<file path="config.mk">
export PLATFORM = sky130hd
export DESIGN_NAME = serial_arbiter
export DESIGN_NICKNAME = d
export VERILOG_FILES = /design/src/rtl/serial_arbiter.sv
export SDC_FILE = /design/constraint.sdc
export NUM_CORES = 1
export LEC_CHECK = 0
export ABC_AREA = 0
export BUFFER_PORTS_ARGS = -buffer_cell sky130_fd_sc_hd__buf_2
export CAP_MARGIN = 20
export CORE_MARGIN = 1.5
export CORE_UTILIZATION = 30
export CTS_CLUSTER_DIAMETER = 60
export DETAILED_ROUTE_END_ITERATION = 6
export GPL_TIMING_DRIVEN = 0
export SETUP_SLACK_MARGIN = 0.15
export SLEW_MARGIN = 15
export SYNTH_ARGS = -nofsm -noshare
export SYNTH_HDL_FRONTEND = slang
export SYNTH_SLANG_ARGS = --single-unit
</file>
<file path="constraint.sdc">
create_clock -name CLK -period 4.83 [get_ports CLK]
set_input_delay 0.966 -clock CLK [delete_from_list [all_inputs] [get_ports CLK]]
set_output_delay 0.966 -clock CLK [all_outputs]
set_load 0.02 [all_outputs]
</file>
<file path="src/rtl/serial_arbiter.sv">
// Four-requester round-robin arbiter that frames one word per grant for a serializer.
// Define SERIAL_ARB_PRIO_EN to give requester 0 absolute priority over the rotating 1..3.
module serial_arbiter #(
    parameter int WIDTH = 12,
    parameter int GAP   = 2
) (
    input  logic             CLK,
    input  logic             rst,
    input  logic [3:0]       req,
    input  logic [WIDTH-1:0] data0,
    input  logic [WIDTH-1:0] data1,
    input  logic [WIDTH-1:0] data2,
    input  logic [WIDTH-1:0] data3,
    output logic [3:0]       ack,
    output logic [WIDTH-1:0] ser_data,
    output logic             ser_load,
    output logic             ser_send,
    output logic [1:0]       gnt_id,
    output logic             busy,
    output logic             done,
    output logic [1:0]       state_dbg
);

    localparam logic [1:0] ST_IDLE = 2'd0;
    localparam logic [1:0] ST_LOAD = 2'd1;
    localparam logic [1:0] ST_SEND = 2'd2;
    localparam logic [1:0] ST_GAP  = 2'd3;

    localparam int CNT_MAX = (WIDTH > GAP) ? WIDTH : GAP;
    localparam int CW      = $clog2(CNT_MAX + 1);
    localparam int GAP_END = (GAP > 0) ? GAP - 1 : 0;
    localparam logic [CW-1:0] SEND_LAST = CW'(WIDTH - 1);
    localparam logic [CW-1:0] GAP_LAST  = CW'(GAP_END);

    logic [1:0]       state;
    logic [CW-1:0]    cnt;
    logic [1:0]       rr_ptr;
    logic [1:0]       win;
    logic [1:0]       idx;
    logic             found;
    logic [WIDTH-1:0] sel_data;

    // Rotating search from rr_ptr; in priority builds req[0] pre-empts the rotation.
    always_comb begin
        win   = rr_ptr;
        idx   = rr_ptr;
        found = 1'b0;
`ifdef SERIAL_ARB_PRIO_EN
        if (req[0]) begin
            win   = 2'd0;
            found = 1'b1;
        end
`endif
        for (int i = 0; i < 4; i++) begin
            idx = rr_ptr + 2'(i);
            if (!found && req[idx]) begin
                win   = idx;
                found = 1'b1;
            end
        end
    end

    always_comb begin
        case (win)
            2'd0:    sel_data = data0;
            2'd1:    sel_data = data1;
            2'd2:    sel_data = data2;
            default: sel_data = data3;
        endcase
    end

    always_ff @(posedge CLK or negedge rst) begin
        if (!rst) begin
            state    <= ST_IDLE;
            cnt      <= '0;
            ser_data <= '0;
            gnt_id   <= 2'd0;
            rr_ptr   <= 2'd0;
        end else begin
            case (state)
                ST_IDLE: begin
                    if (|req) begin
                        state    <= ST_LOAD;
                        gnt_id   <= win;
                        ser_data <= sel_data;
`ifdef SERIAL_ARB_PRIO_EN
                        // Grants to requester 0 leave the 1..3 rotation untouched.
                        if (!req[0]) rr_ptr <= win + 2'd1;
`else
                        rr_ptr <= win + 2'd1;
`endif
                    end
                end
                ST_LOAD: begin
                    state <= ST_SEND;
                    cnt   <= '0;
                end
                ST_SEND: begin
                    if (cnt == SEND_LAST) begin
                        cnt   <= '0;
                        state <= (GAP > 0) ? ST_GAP : ST_IDLE;
                    end else begin
                        cnt <= cnt + 1'b1;
                    end
                end
                ST_GAP: begin
                    if (cnt == GAP_LAST) begin
                        cnt   <= '0;
                        state <= ST_IDLE;
                    end else begin
                        cnt <= cnt + 1'b1;
                    end
                end
                default: state <= ST_IDLE;
            endcase
        end
    end

    // Moore outputs: decoded purely from registered state and counter.
    assign ser_load  = (state == ST_LOAD);
    assign ser_send  = (state == ST_SEND);
    assign busy      = (state != ST_IDLE);
    assign done      = (state == ST_SEND) && (cnt == SEND_LAST);
    assign ack       = ser_load ? (4'b0001 << gnt_id) : 4'b0000;
    assign state_dbg = state;

endmodule
</file>
==> results of run 1 <==
power by group:
part	total, W	leakage, nW	switching [W]	internal [W]
sequential	0.000334	0.274	0.0000661	0.000268
combinational	0.000740	0.657	0.000420	0.000320
clock	0.000177	0.0357	0.0000658	0.000111
cells in the final DEF (no fill, tap or decap), types with 3 or more instances in the layout:
master     n
ha_1      11
buf_2     78
a222oi_1  12
nand2_1   21
nor2b_1    3
clkbuf_1   5
nor2_1     5
o21ai_0   18
dfrtp_1   22
inv_1      5
clkbuf_8   3
mux2_2    12
layout make-up:
type,instances,share of cell area (%)
Clock inverter,1,1.50
Multi-Input combinational cell,116,43.5
Timing Repair Buffer,77,19.2
Inverter,5,0.936
Buffer,6,1.19
Sequential cell,22,27.4
Clock buffer,3,2.06
Tap cell,67,4.18
layer usage:
layer	up-vias	routed length, um	global-route usage [%]
li1	730	-	-
met1	729	1910	21.4
met2	41	2130	29.4
met3	6	126	2.90
met4	0	61	3.56
met5	-	0	0
sequential cells by signal, summed over array words and instances (netlist names):
register	cells
gnt_id	2
state_dbg	2
cnt	4
rr_ptr	2
ser_data	12
logic make-up (layout without fill, tap and decap cells):
kind of cell               Yosys count  count (layout)  synth area share (%)
and+or+nand+nor                     48              48                  17.3
AOI/OAI and AO/OA                   43              43                  22.1
DFF                                 22              22                  37.6
muxes                               14              14                  10.7
adders and majority gates           11              11                  9.39
buffers and inverters               11              92                  2.90
per-stage QoR:
stage | hold slack, ns | area (um^2) | std cells
after global placement | 0.485 | 1930 | 293
after CTS | 0.510 | 2010 | 297
after global routing | 0.532 | 2010 | 297
after floorplan | 0.496 | 1470 | 149
after detailed placement | 0.491 | 1930 | 293
final | 0.508 | 2010 | 297
synth_stat cells (3+ instances only):
cell      count  area share [%]
inv_1         5             1.3
ha_1         11             9.4
dfrtp_1      22              38
o21ai_0      18             6.1
clkbuf_1      5             1.3
nor2_1        5             1.3
mux2_2       12             9.2
a222oi_1     12             8.2
nor2b_1       3             1.3
nand2_1      21             5.4
worst reg2reg max path: stages (launching register included):
cell,delay [ns]
dfrtp_1,0.39
nor2b_1,0.07
o21a_1,0.20
or3_1,0.39
ha_1,0.26
clkbuf_1,0.24
a222oi_1,0.39
o21ai_0,0.14
mux2_2,0.29
how the worst max path moves through the flow:
stage / from / slack [ns] / cells past startpoint / to
2_1_floorplan: req[0] / 2.01 / 8 / ser_data[3]
3_3_place_gp: req[0] / 1.58 / 9 / ser_data[3]
3_5_place_dp: req[0] / 1.55 / 9 / ser_data[3]
4_1_cts: req[0] / 1.85 / 9 / ser_data[3]
5_1_grt: req[0] / 1.65 / 9 / ser_data[3]
6_report: req[0] / 1.82 / 9 / ser_data[7]
==> key figures, run 1 <==
Outcome
  – Status: finished, final reports clean

Synthesis
  – Mean Syn Cell Area: between 9 and 10 um^2
  – Cell area after synthesis: 1470 um^2
  – Post-synthesis sequential area ratio: between 30% and 40%
  – Number of synthesized flops with an enable pin: 0
  – Netlist cell types: 38
  – Synthesized flop and latch total: 22
  – Yosys Warn Count: 0
  – Synth Instances: about 150
  – Post-synth top flop: dfrtp_1
  – Synth async-reset ratio: 100%
  – Syn Nets: 214

Floorplan
  – Die X: 72.9 um
  – Initial Utilization: between 30% and 40%
  – DIE AREA: 5310 um^2
  – Rows: 25
  – Num ports: 78
  – Die H: 72.9 um
  – Core Region: 4720 um^2

STA
  – RSZ-0062 raised after global routing: no
  – Final Setup Violations: 0
  – Min setup slack post-route: 1.82 ns
  – Worst Max-Slew Pin Slew: between 0.5 and 0.6 ns
  – Clock Skews: 0.0121 ns
  – Tmin final: between 3 and 4 ns
  – Max Slew Vio Count: 0
  – Slew headroom: 60.2%
  – Fin crit share: between 60% and 70%
  – Fin Setup TNS: 0 ns
  – Final hold viol count: 0
  – Fmax: 0.333 GHz

Final layout
  – Filler cells: 486
  – Reg area: around 550 um^2
  – Final Util: a little over two fifths
  – Share of cells above drive strength 1: about 44%
  – Layout area overhead: 36.9%
  – Area occupied by multi-input gates: roughly 870 um^2
  – Final #Nets: 296
  – Diodes inserted: 0

Clock tree
  – CTS buffer count: 3
  – Clock H-tree levels: 1
  – Clk Latency, worst-skew pair: 0.27 ns
  – CTS root buf: clkbuf_8
  – Post-cts sizing count: 0
  – Clk sinks: 22
  – CTS tree: yes
  – Worst-path clk slew: 0.09 ns
  – Clock buffer depth: 2
  – Post-CTS Setup Repair Bufs: 0
  – Post-CTS Hold Buffers: 0

Worst setup path
  – Critical-path cell list: buf_2, nor2b_1, o21a_1, or3_1, ha_1, clkbuf_1, a222oi_1, o21ai_0, mux2_2
  – Delay-heaviest family, CP: compound AO/OA/AOI/OAI gates
  – Startpoint Class: input pin
  – Worst Setup End Kind: flip-flop
  – Slowest CP cell: or3_1
  – Reg2reg path depth: 8
  – Worst reg2reg path startpoint: rr_ptr[0]
  – WS Path Type: in -> reg
  – CP bufs+invs: 2
  – Data arrival, critical path: 3.17 ns
  – Critical Path RT: about 5 ns
  – Worst R2R End: ser_data[7]
  – CP max stage delay: 0.39 ns
  – CP Max Fanout: 10
  – FF-to-FF setup slack: 2.36 ns

Placement
  – GPL Wtd Cong: 0.911
  – DP HPWL: approximately 3300 um
  – Port buffer count: 77
  – Setup WS pre-CTS: 1.55 ns

Pwr
  – Total chip power: 0.00125 W
  – Cell Pwr Density: 624 nW/um^2
  – Leakage power: 0.967 nW
  – Largest vdd supply drop: 314 uV

Global route
  – First-pass GRT wire length: 6970 um
  – Grt total ovfl: 0
  – Initial antenna violation count: 0
  – Gr usage total: 16.7%
  – Largest net degree at the start of global routing: 23
  – Vias in the first global route: around 1400

Routing
  – Remaining DRCs: 0
  – Final ANT Viol Nets: 0
  – Vias/cell: roughly 5
  – Vias: 1506
  – Initial DRC count: 86
  – 1st-pass router iterations: 4
  – Final WL: about 4200 um
  – Routed WL per cell: 14.2 um

Worst hold path
  – Hold path endpoint: ser_data[5]
  – Hold Crit Start: ser_data[5]
  – Worst hold path class: reg -> reg
  – Hold path depth: 1

Flow run
  – # Max-Cap Violations: 0
No activity file was read; power rests on OpenSTA's default activity.
==> run 2, diff against run 1 <==
==> constraint.sdc (replaced) <==
create_clock -name CLK -period 2.52 [get_ports CLK]
set_input_delay 0.504 -clock CLK [delete_from_list [all_inputs] [get_ports CLK]]
set_output_delay 0.504 -clock CLK [all_outputs]
set_load 0.02 [all_outputs]
==> run 2 against run 1 <==
Non-clock buffer count increased by 4. Critical path depth down 1. Sequential power grew 95%. Clock power is 92% higher. Total power increased by 110%. Register-to-register slack got worse by 2.1 ns. Critical path type unchanged.
==> key figures, run 2 (synthesis gave the netlist of run 1 again) <==
Final layout
  – Top flop regs: ser_data (12), cnt (4)
  – Number of flip-flops under the largest register name: 12
  – Post-route insts no fill: 301
  – Final Util: 45.4%
  – Commonest non-fill, non-tap cells in the layout: buf_2 (76), nand2_1 (20), dfrtp_1 (20)
  – Final #Nets: 300
  – Top reg by flops: ser_data
  – Layout area overhead: 46.2%
  – Filler cells: 476
  – Diodes inserted: 0
  – Finished Cell Area: 2140 um^2
  – Share of cells above drive strength 1: 52.6%
  – Most common cell after layout, fill and taps aside: buf_2

Floorplan
  – Die X: 72.9 um
  – DIE AREA: 5310 um^2
  – Die H: around 73 um
  – Num ports: 78
  – Core Region: ~4700 um^2
  – Initial Utilization: 31.0%
  – Rows: 25

Routing
  – Vias: around 1500
  – Remaining DRCs: 0
  – Final ANT Viol Nets: 0
  – Final WL: 4510 um
  – Vias/cell: 5.13
  – Routed WL per cell: 15.0 um
  – Initial DRC count: 83
  – 1st-pass router iterations: 4

Clock tree
  – Clock H-tree levels: 1
  – Clk Latency, worst-skew pair: 0.27 ns
  – Clock buffer depth: 2
  – Worst-path clk slew: about 0.09 ns
  – Clk sinks: 22
  – CTS root buf: clkbuf_8
  – CTS buffer count: 3
  – Post-CTS Hold Buffers: 0
  – CTS tree: yes

Global route
  – Met3 GRT Util: around 3.3%
  – Met1 Use GR: between 20% and 30%
  – GRT busiest layer: met2
  – First-pass GRT wire length: 7020 um
  – Vias in the first global route: 1484
  – Gr usage total: 16.8%
  – Grt total ovfl: 0
  – Largest net degree at the start of global routing: 23
  – Initial antenna violation count: 0
  – Met2 usage: 30.0%

Worst setup path
  – Critical-path cell list: buf_4, nor2b_2, o21a_1, nor3_1, ha_1, clkbuf_1, o21ai_0, mux2_2
  – CP bufs+invs: 2
  – Startpoint Class: input pin
  – Data arrival, critical path: about 2.5 ns
  – WS Path Type: in -> reg
  – Delay-heaviest family, CP: buffers and inverters
  – Worst Setup End Kind: flip-flop
  – Slowest CP cell: clkbuf_1
  – CP Max Fanout: 10
  – Critical Path RT: 2.67 ns
  – CP max stage delay: 0.39 ns

STA
  – Hold_ws: 0.199 ns
  – Fmax: 0.436 GHz
  – Min setup slack post-route: 0.226 ns
  – Tmin final: 2.29 ns
  – Final hold viol count: 0
  – Final Setup Violations: 0
  – Fin crit share: 91.1%
  – Slew headroom: 57.2%
  – Max Slew Vio Count: 0
  – Clock Skews: roughly 0.010 ns
  – Worst Max-Slew Pin Slew: 0.634 ns
  – RSZ-0062 raised after global routing: yes

Placement
  – Setup WS pre-CTS: -0.300 ns
  – DP HPWL: about 3300 um
  – GPL Wtd Cong: 0.911
  – Port buffer count: 77
  – DP Area: 1930 um^2
  – # placed instances: 293

Pwr
  – Leakage power: roughly 1.0 nW
  – Largest vdd supply drop: 598 uV
  – Cell Pwr Density: 1220 nW/um^2

Outcome
  – Status: finished, final reports clean

Flow run
  – # Max-Cap Violations: 0

Worst hold path
  – Worst hold path class: in -> async
[run 2: report_power, final]
part           total (W)  switching (W)  internal (W)
sequential      0.000652       0.000134      0.000518
clock           0.000339       0.000127      0.000212
combinational    0.00162       0.000865      0.000751
[run 2: layout make-up]
type | instances | area, um^2 | share of cell area, %
clock buffer | 3 | 41.3 | 1.93
inverter | 5 | 18.8 | 0.876
multi-input combinational | 116 | 943 | 44.0
timing repair buffer | 81 | 420 | 19.6
sequential | 22 | 553 | 25.8
tap | 67 | 83.8 | 3.91
buffer | 6 | 51.3 | 2.39
clock inverter | 1 | 30.0 | 1.40
[run 2: metrics by stage]
step	power [W]	TNS (ns)
finish	0.00261	0
global placement	0.00206	-2.36
global route	0.00280	0
detailed placement	0.00207	-2.62
CTS	0.00247	0
floorplan	0.00164	0
[run 2: layer usage]
| layer | vias up | part of all wire, % |
|---|---|---|
| li1 | 735 | - |
| met1 | 764 | 43 |
| met2 | 38 | 52 |
| met3 | 6 | 3.6 |
| met4 | 0 | 1.4 |
| met5 | - | 0 |
[run 2: path summary, 6_finish.rpt]
path / start / cells past startpoint / to / slack (ns)
max reg2reg: rr_ptr[1] / 7 / ser_data[4] / 0.24
min: rst / 1 / ser_data[10] / 0.20
min reg2reg: ser_data[5] / 1 / ser_data[5] / 0.51
min in group CLK: ser_data[5] / 1 / ser_data[5] / 0.51
max: req[0] / 8 / ser_data[4] / 0.23
max in group asynchronous: rst / 1 / rr_ptr[0] / 1.94
[run 2: worst register-to-register path, stage by stage (launching register included)]
cell and delay (ns):
dfrtp_2 0.44, buf_4 0.15, o21a_1 0.12, nor3_1 0.27
ha_1 0.32, clkbuf_1 0.39, o21ai_0 0.18, mux2_2 0.29
[run 2: what timing repair did]
item,4_1_cts,5_1_grt
pin swaps,2,13
endpoints found under the setup margin,11,12
cloned,0,0
resized for setup,12,27
setup buffers,0,4
